$ cat config.mk
export PLATFORM = sky130hd
export DESIGN_NAME = bcd_entry_register_flat
export DESIGN_NICKNAME = d
export VERILOG_FILES = /design/src/rtl/bcd_entry_if.sv /design/src/rtl/bcd_entry_register.sv /design/src/flat_wrapper.sv
export SDC_FILE = /design/constraint.sdc
export NUM_CORES = 1
export LEC_CHECK = 0
export BUFFER_PORTS_ARGS = -buffer_cell sky130_fd_sc_hd__buf_4
export CAP_MARGIN = 0
export CORE_MARGIN = 10
export CORE_UTILIZATION = 47
export DETAILED_ROUTE_END_ITERATION = 10
export PLACE_DENSITY = 0.75
export SKIP_LAST_GASP = 1
export SLEW_MARGIN = 20
export SYNTH_ARGS = -nofsm -noshare
export SYNTH_HDL_FRONTEND = slang
export SYNTH_SLANG_ARGS = --single-unit
$ cat constraint.sdc
create_clock -name clock -period 1.9 [get_ports clock]
set_clock_uncertainty 0.05 [all_clocks]
set_input_delay 0.38 -clock clock [delete_from_list [all_inputs] [get_ports clock]]
set_output_delay 0.38 -clock clock [all_outputs]
set_load 0.01 [all_outputs]
$ cat src/rtl/bcd_entry_if.sv
// Keypad-side command strobes and entry/memory outputs of the BCD entry register.
// Every command is a 1-cycle strobe sampled on the rising clock edge; there is no backpressure.
interface bcd_entry_if #(
  parameter int DIGITS = 3,
  parameter int CW     = $clog2(DIGITS + 1)
) ();
  logic                  enable;
  logic                  clear;
  logic                  digit_valid;
  logic [3:0]            digit;
  logic                  backspace;
  logic                  negate;
  logic                  store;
  logic                  recall;
  logic [4*DIGITS-1:0]   value;
  logic                  negative;
  logic [CW-1:0]         digit_count;
  logic                  full;
  logic                  overflow;
  logic                  bad_digit;
  logic [4*DIGITS-1:0]   mem_value;
  logic                  mem_negative;

  modport master (
    output enable, clear, digit_valid, digit, backspace, negate, store, recall,
    input  value, negative, digit_count, full, overflow, bad_digit, mem_value, mem_negative
  );

  modport slave (
    input  enable, clear, digit_valid, digit, backspace, negate, store, recall,
    output value, negative, digit_count, full, overflow, bad_digit, mem_value, mem_negative
  );
endinterface

$ cat src/rtl/bcd_entry_register.sv
// Packed-BCD keypad entry register with sign, significant-digit count and a one-deep memory.
// Edits are applied one at a time by priority; store runs alongside and sees the pre-edit entry.
module bcd_entry_register #(
  parameter int DIGITS = 3,
  parameter int CW     = $clog2(DIGITS + 1)
) (
  input  logic         clock,
  input  logic         reset,
  bcd_entry_if.slave   bus
);

  localparam int VW = 4 * DIGITS;

  logic [VW-1:0] value_q, value_d;
  logic          neg_q, neg_d;
  logic [CW-1:0] count_q, count_d;
  logic          ovf_q, ovf_d;
  logic          bad_q, bad_d;
  logic [VW-1:0] mem_q, mem_d;
  logic          mem_neg_q, mem_neg_d;
  logic          full;
  logic [VW-1:0] shifted;

  function automatic logic [CW-1:0] sig_digits(input logic [VW-1:0] v);
    logic [CW-1:0] c;
    c = '0;
    for (int i = 0; i < DIGITS; i++) begin
      if (v[4*i +: 4] != 4'd0) c = CW'(i + 1);
    end
    return c;
  endfunction

  assign full = (count_q == CW'(DIGITS));

  always_comb begin
    value_d   = value_q;
    neg_d     = neg_q;
    count_d   = count_q;
    ovf_d     = 1'b0;
    bad_d     = 1'b0;
    mem_d     = mem_q;
    mem_neg_d = mem_neg_q;
    shifted   = value_q >> 4;

    if (bus.enable && bus.store) begin
      mem_d     = value_q;
      mem_neg_d = neg_q;
    end

    if (!bus.enable || bus.clear) begin
      value_d = '0;
      neg_d   = 1'b0;
      count_d = '0;
    end else if (bus.recall) begin
      value_d = mem_q;
      neg_d   = mem_neg_q;
      count_d = sig_digits(mem_q);
    end else if (bus.backspace) begin
      value_d = shifted;
      count_d = (count_q == '0) ? '0 : count_q - 1'b1;
      // Zero is never negative, so dropping the last digit also drops the sign.
      if (shifted == '0) neg_d = 1'b0;
    end else if (bus.digit_valid) begin
      if (bus.digit > 4'd9) begin
        bad_d = 1'b1;
      end else if (full) begin
        ovf_d = 1'b1;
      end else if (!(count_q == '0 && bus.digit == 4'd0)) begin
        value_d = (value_q << 4) | VW'(bus.digit);
        count_d = count_q + 1'b1;
      end
    end else if (bus.negate) begin
      if (value_q != '0) neg_d = ~neg_q;
    end
  end

  always_ff @(posedge clock or negedge reset) begin
    if (!reset) begin
      value_q   <= '0;
      neg_q     <= 1'b0;
      count_q   <= '0;
      ovf_q     <= 1'b0;
      bad_q     <= 1'b0;
      mem_q     <= '0;
      mem_neg_q <= 1'b0;
    end else begin
      value_q   <= value_d;
      neg_q     <= neg_d;
      count_q   <= count_d;
      ovf_q     <= ovf_d;
      bad_q     <= bad_d;
      mem_q     <= mem_d;
      mem_neg_q <= mem_neg_d;
    end
  end

  assign bus.value        = value_q;
  assign bus.negative     = neg_q;
  assign bus.digit_count  = count_q;
  assign bus.full         = full;
  assign bus.overflow     = ovf_q;
  assign bus.bad_digit    = bad_q;
  assign bus.mem_value    = mem_q;
  assign bus.mem_negative = mem_neg_q;

endmodule

$ cat src/flat_wrapper.sv
// flat-port wrapper written by rule: the top's interface ports become plain ports
module bcd_entry_register_flat 
#(
  parameter int DIGITS = 3,
  parameter int CW     = $clog2(DIGITS + 1)
)
  (clock, reset, bus_enable, bus_clear, bus_digit_valid, bus_digit, bus_backspace, bus_negate, bus_store, bus_recall, bus_value, bus_negative, bus_digit_count, bus_full, bus_overflow, bus_bad_digit, bus_mem_value, bus_mem_negative);
  bcd_entry_if #(.DIGITS(DIGITS), .CW(CW)) bus_i ();
  input  logic clock;
  input  logic reset;
  input wire logic [$bits(bus_i.enable)-1:0] bus_enable;
  input wire logic [$bits(bus_i.clear)-1:0] bus_clear;
  input wire logic [$bits(bus_i.digit_valid)-1:0] bus_digit_valid;
  input wire logic [$bits(bus_i.digit)-1:0] bus_digit;
  input wire logic [$bits(bus_i.backspace)-1:0] bus_backspace;
  input wire logic [$bits(bus_i.negate)-1:0] bus_negate;
  input wire logic [$bits(bus_i.store)-1:0] bus_store;
  input wire logic [$bits(bus_i.recall)-1:0] bus_recall;
  output wire logic [$bits(bus_i.value)-1:0] bus_value;
  output wire logic [$bits(bus_i.negative)-1:0] bus_negative;
  output wire logic [$bits(bus_i.digit_count)-1:0] bus_digit_count;
  output wire logic [$bits(bus_i.full)-1:0] bus_full;
  output wire logic [$bits(bus_i.overflow)-1:0] bus_overflow;
  output wire logic [$bits(bus_i.bad_digit)-1:0] bus_bad_digit;
  output wire logic [$bits(bus_i.mem_value)-1:0] bus_mem_value;
  output wire logic [$bits(bus_i.mem_negative)-1:0] bus_mem_negative;
  assign bus_i.enable = bus_enable;
  assign bus_i.clear = bus_clear;
  assign bus_i.digit_valid = bus_digit_valid;
  assign bus_i.digit = bus_digit;
  assign bus_i.backspace = bus_backspace;
  assign bus_i.negate = bus_negate;
  assign bus_i.store = bus_store;
  assign bus_i.recall = bus_recall;
  assign bus_value = bus_i.value;
  assign bus_negative = bus_i.negative;
  assign bus_digit_count = bus_i.digit_count;
  assign bus_full = bus_i.full;
  assign bus_overflow = bus_i.overflow;
  assign bus_bad_digit = bus_i.bad_digit;
  assign bus_mem_value = bus_i.mem_value;
  assign bus_mem_negative = bus_i.mem_negative;
  bcd_entry_register #(.DIGITS(DIGITS), .CW(CW)) u_core (.clock(clock), .reset(reset), .bus(bus_i));
endmodule
* Yosys cells after proc, flatten, opt, wreduce, memory -nomap -nowiden *
Cells that the tools add are included.

storage, ports and cells
  register bits after elaboration = 30
  latch bits = 0
  memory bits (writable) = 0
  memory bits (read-only) = 0
  bits of input ports = 13
  output and inout port bits = 31
  logic and storage cells = 70
  memories kept = 0

operators by class
  add/subtract/negate cells = 2
  multiply operators = 0
  divide/modulo/power cells = 0
  $lt $le $gt $ge = 1
  equality and inequality tests = 6
  shifts and indexed selects = 0
  muxes and demuxes = 36
  bitwise gates (word level) = 2
  reduce and logical (&&, ||, !) cells = 16

operators with widths
  operator                                          count
  2-to-1 mux 12 bit                                 7
  nonzero test 4 bit                                6
  2-to-1 mux 2 bit                                  10
  2-to-1 mux 1 bit                                  19
  logical NOT 12 bit                                1
  != test 4 x 3 -> 1 bit, second input constant     3
  bitwise OR 12 x 4 -> 12 bit                       1
  nonzero test 12 bit                               1
  != test 4 x 1 -> 1 bit, second input constant     2
  AND reduction 4 bit                               2
  > comparator 4 bit, second input constant         1
  logical NOT 4 bit                                 1
  adder 2 x 1 -> 2 bit, second input constant       1
  == test 2 bit, second input constant              1
  logical AND 1 bit                                 2
  logical NOT 2 bit                                 1
  subtractor 2 x 1 -> 2 bit, second input constant  1
  logical NOT 1 bit                                 1
  logical OR 1 bit                                  1
  NOT 1 bit                                         1

* Depth between registers and ports, before layout *
  depth in word-level cells = 9
  depth in mapped cells = 6
  mapped depth without buffers = 6

* Least setup slack after synthesis *
Ideal clock, no wire load.

  path type = in2reg
  start = in bus_backspace
  end = reg u_core.value_q[11] (netlist: u_core.bus.value[11])
  setup time = 0.125 ns
  arrival = 1.740 ns
  required time = 1.725 ns
  path slack = -0.015 ns
  cell stages on the path = 6
  cells stage by stage = clkbuf_1 nor4b_4 inv_2 a41oi_2 buf_6 mux2_4

between the ends
  word-level cells in the longest chain between the ends = 3

ends and longest elaborated chain
  element               line                      text
  start, declared       flat_wrapper.sv:15        input wire logic [$bits(bus_i.backspace)-1:0] bus_backspace;
  2-to-1 mux 12 bit     bcd_entry_register.sv:58  end else if (bus.backspace) begin
  2-to-1 mux 12 bit     bcd_entry_register.sv:54  end else if (bus.recall) begin
  2-to-1 mux 12 bit     bcd_entry_register.sv:50  if (!bus.enable || bus.clear) begin
  end signal, assigned  bcd_entry_register.sv:87  value_q <= value_d;
  end, declared         bcd_entry_register.sv:14  logic [VW-1:0] value_q, value_d;

Parallel ways exist; a longest one is shown, timed or not.
A chain may end at the register's enable or synchronous reset.

* Worst setup path after layout *
  start = reg u_core.value_q[2] (netlist: u_core.bus.value[2])
  end = reg u_core.neg_q (netlist: u_core.bus.negative)

between the ends
  word-level cells in the longest chain between the ends = 3

ends and longest elaborated chain
  element                               line                      text
  nonzero test 12 bit                   bcd_entry_register.sv:73  if (value_q != '0) neg_d = ~neg_q;
  nonzero test 4 bit (no source line)   -
  AND reduction 4 bit (no source line)  -
  end signal, assigned                  bcd_entry_register.sv:88  neg_q <= neg_d;
  end, declared                         bcd_entry_register.sv:15  logic neg_q, neg_d;

No other way between the ends.

==> results.ini <==
[logic_synthesis]
syn_nets = 178
count_of_unique_library_cells_instantiated_by_yosys = 30
synth_top_area_frac = 0.454
async_flop_share = 1.00
sequential_element_share_of_the_synthesized_area = 0.454
synth_warnings = 0
yosys.area.top_type = sky130_fd_sc_hd__dfrtp_1
synth_ff_type = sky130_fd_sc_hd__dfrtp_1
syn-instance-count = 162
mappedNetlistArea_mm2 = 0.00166
syn_avg_cell_area_um2 = 10.2
synthTopCellsByCount = 30 x sky130_fd_sc_hd__dfrtp_1, 29 x sky130_fd_sc_hd__nand2_1, 18 x sky130_fd_sc_hd__o21ai_0, 15 x sky130_fd_sc_hd__mux2i_1, 12 x sky130_fd_sc_hd__inv_1
synth_top_cells_by_area = sky130_fd_sc_hd__dfrtp_1 45%, sky130_fd_sc_hd__mux2i_1 9.1%, sky130_fd_sc_hd__mux2_2 6.8%, sky130_fd_sc_hd__nand2_1 6.6%, sky130_fd_sc_hd__o21ai_0 5.4%
synth_enable_flop_cells = 0
ys_seq_elements = 30
synth_most_common_cell = sky130_fd_sc_hd__dfrtp_1

[clocking]
cts-root-to-sink-buffers = 2
cts_root_buffer = sky130_fd_sc_hd__clkbuf_4
path_clk_slew_ns = 0.09
tritoncts = built
clock_insertion_delay_worst_skew_ns = 0.33
cts.sink_count = 30
tritoncts.num_buffers = 5
clock_tree.htree_level_count = 2

[detailed_routing]
drt_drc = 0
drt_pre_antenna_iters = 4
routedWlPerCell_um = 18.2
via_count = 1441
wirelength_um = 4870
drt_iter0_markers = 110
detail_route.vias_per_cell = 5.38
post_route_ant_nets = 0

[grt]
grt_use_total = 0.162
globalRouteMet2Util = 0.275
globalRouteOverflowTotal = 0
grt_max_degree = 31
grt_busiest_layer = met2
globalRouteMet1Util = 0.187
grtUsageMet3 = 0.0507
via_count_of_the_first_global_routing_pass = 1531
global_route_wire_length_before_repair_um = 8000
grt_antenna_before_repair = 0

[cells_and_area]
design.final.nets = 237
num_antenna_cells = 0
post_route_cells_drive_above_1_share = 0.414
synthToLayoutAreaGrowth_pct = 37.6

[floorplanning]
floorplan.io_pins = 44
die_h_um = 79.3
core-area_mm2 = 0.00336
rows = 21
initial_standard_cell_utilization_of_the_core = 0.492
fp.dieW_um = 79.3
floorplan.die_area_mm2 = 0.00630

[worst_setup_path]
worst_ep_arrival_time_ns = 2.07
setup.worst_path.start_class = flip-flop
worstSetupEndpointType = flip-flop
setup.worst_path.class = flip-flop to flip-flop
worstPathMaxFanout = 4
crit_required_ns = 2.10

[sta]
worstMarginPinSlew_ns = 0.526
achievable-frequency_mhz = 533
final-setup-viol-count = 0
timing.slew.headroom = 0.645
finalWorstPathRequiredPeriod_ns = 1.88
fin_crit_share = 0.988
totalNegativeSetupSlack_ns = 0
hold_viol = 0
final_max_slew_violation_count = 0

[power_and_ir_drop]
total_leakage_power_uw = 0.00108
finalPower_uw = 1330
peak_supply_drop_mv = 0.400
power_per_cell_area_mw_per_mm2 = 583

[place]
gp_congestion = 0.872
port_buffers = 43
hpwlAfterDp_um = 3740

[flow_run]
drv_cap = 0

[run_status]
run_status = finished clean

[hold_path]
worstHoldPathType = input pin to flip-flop

-- logic make-up (layout without fill, tap and decap cells) --
logic type | Yosys count | after routing | share of synthesized area
AOI/OAI and AO/OA | 32 | 32 | 0.132
adders and majority gates | 3 | 3 | 0.0227
buffers and inverters | 23 | 83 | 0.0620
DFF | 30 | 30 | 0.454
muxes | 27 | 27 | 0.177
and+or+nand+nor | 47 | 47 | 0.153
-- metrics by stage --
stage | hold WS [ns] | util | setup WS, ns | cells | area [um^2]
after floorplan | 0.0344 | - | 0.0164 | 162 | 1680
after global placement | 0.274 | 0.642 | 0.0497 | 258 | 2160
after detailed placement | 0.280 | 0.642 | -0.0146 | 258 | 2160
after CTS | 0.260 | 0.668 | 0.0482 | 267 | 2250
after global routing | 0.253 | 0.677 | -0.0222 | 268 | 2280
final | 0.288 | 0.677 | 0.0233 | 268 | 2280
-- repair_timing --
| action | in CTS | in global routing |
|---|---|---|
| gates resized for setup | 0 | 4 |
| hold buffers | 1 | 0 |
| hold endpoints to repair | 30 | 0 |
| endpoints found under the setup margin | 0 | 1 |
| buffers inserted | 0 | 1 |
-- power breakdown --
part	internal, uW	switching, uW
clock network	253	224
registers	651	13.7
logic	86.8	99.0
-- state kept, by name (all words and copies together), names as in the netlist --
signal / cells
u_core.bus.bad_digit: 1
u_core.bus.digit_count: 2
u_core.bus.mem_negative: 1
u_core.bus.mem_value: 12
u_core.bus.negative: 1
u_core.bus.overflow: 1
u_core.bus.value: 12
-- final cells by class --
cell class | count | area [um^2]
clock buffers | 8 | 78.8
fillers | 286 | 1090
inverters | 13 | 48.8
multi-input cells | 109 | 835
flip-flops and latches | 30 | 752
well taps | 46 | 57.6
repair buffers | 62 | 505
-- worst max-delay path: stages, from the launching register on --
cell,delay (ns)
sky130_fd_sc_hd__dfrtp_2,0.45
sky130_fd_sc_hd__or4_4,0.50
sky130_fd_sc_hd__o311a_4,0.39
sky130_fd_sc_hd__and4_4,0.19
sky130_fd_sc_hd__a211oi_2,0.20
-- per-layer routing --
metal,vias to the layer above,share of wire
met4,0,0.017
met5,-,0
met1,699,0.43
met3,8,0.045
met2,41,0.50
li1,693,-
-- path summary, 6_finish.rpt --
kind,start,to,slack [ns],cells past startpoint
max,u_core.bus.value[2],u_core.bus.negative,0.02,4
min,bus_digit_valid,u_core.bus.bad_digit,0.29,3
max reg2reg,u_core.bus.value[2],u_core.bus.negative,0.02,4
min reg2reg,u_core.bus.mem_value[7],u_core.bus.mem_value[7],0.49,2
max in group asynchronous,reset,u_core.bus.value[2],1.05,2
min in group asynchronous,reset,u_core.bus.mem_negative,0.46,2
-- layout by cell type (no fill, tap or decap), types with 3 or more instances in the layout --
master | Yosys | final
sky130_fd_sc_hd__nand2_1 | 29 | 29
sky130_fd_sc_hd__o21ai_0 | 18 | 18
sky130_fd_sc_hd__o211ai_1 | 5 | 5
sky130_fd_sc_hd__ha_1 | 3 | 3
sky130_fd_sc_hd__a32o_1 | 4 | 4
sky130_fd_sc_hd__or4_4 | 2 | 3
sky130_fd_sc_hd__buf_12 | 0 | 3
sky130_fd_sc_hd__clkbuf_8 | 0 | 3
sky130_fd_sc_hd__clkbuf_4 | 0 | 5
sky130_fd_sc_hd__inv_1 | 12 | 12
sky130_fd_sc_hd__dfrtp_1 | 30 | 29
sky130_fd_sc_hd__mux2_2 | 10 | 10
sky130_fd_sc_hd__buf_4 | 0 | 58
sky130_fd_sc_hd__mux2i_1 | 15 | 15
No activity file was read; power rests on OpenSTA's default activity.
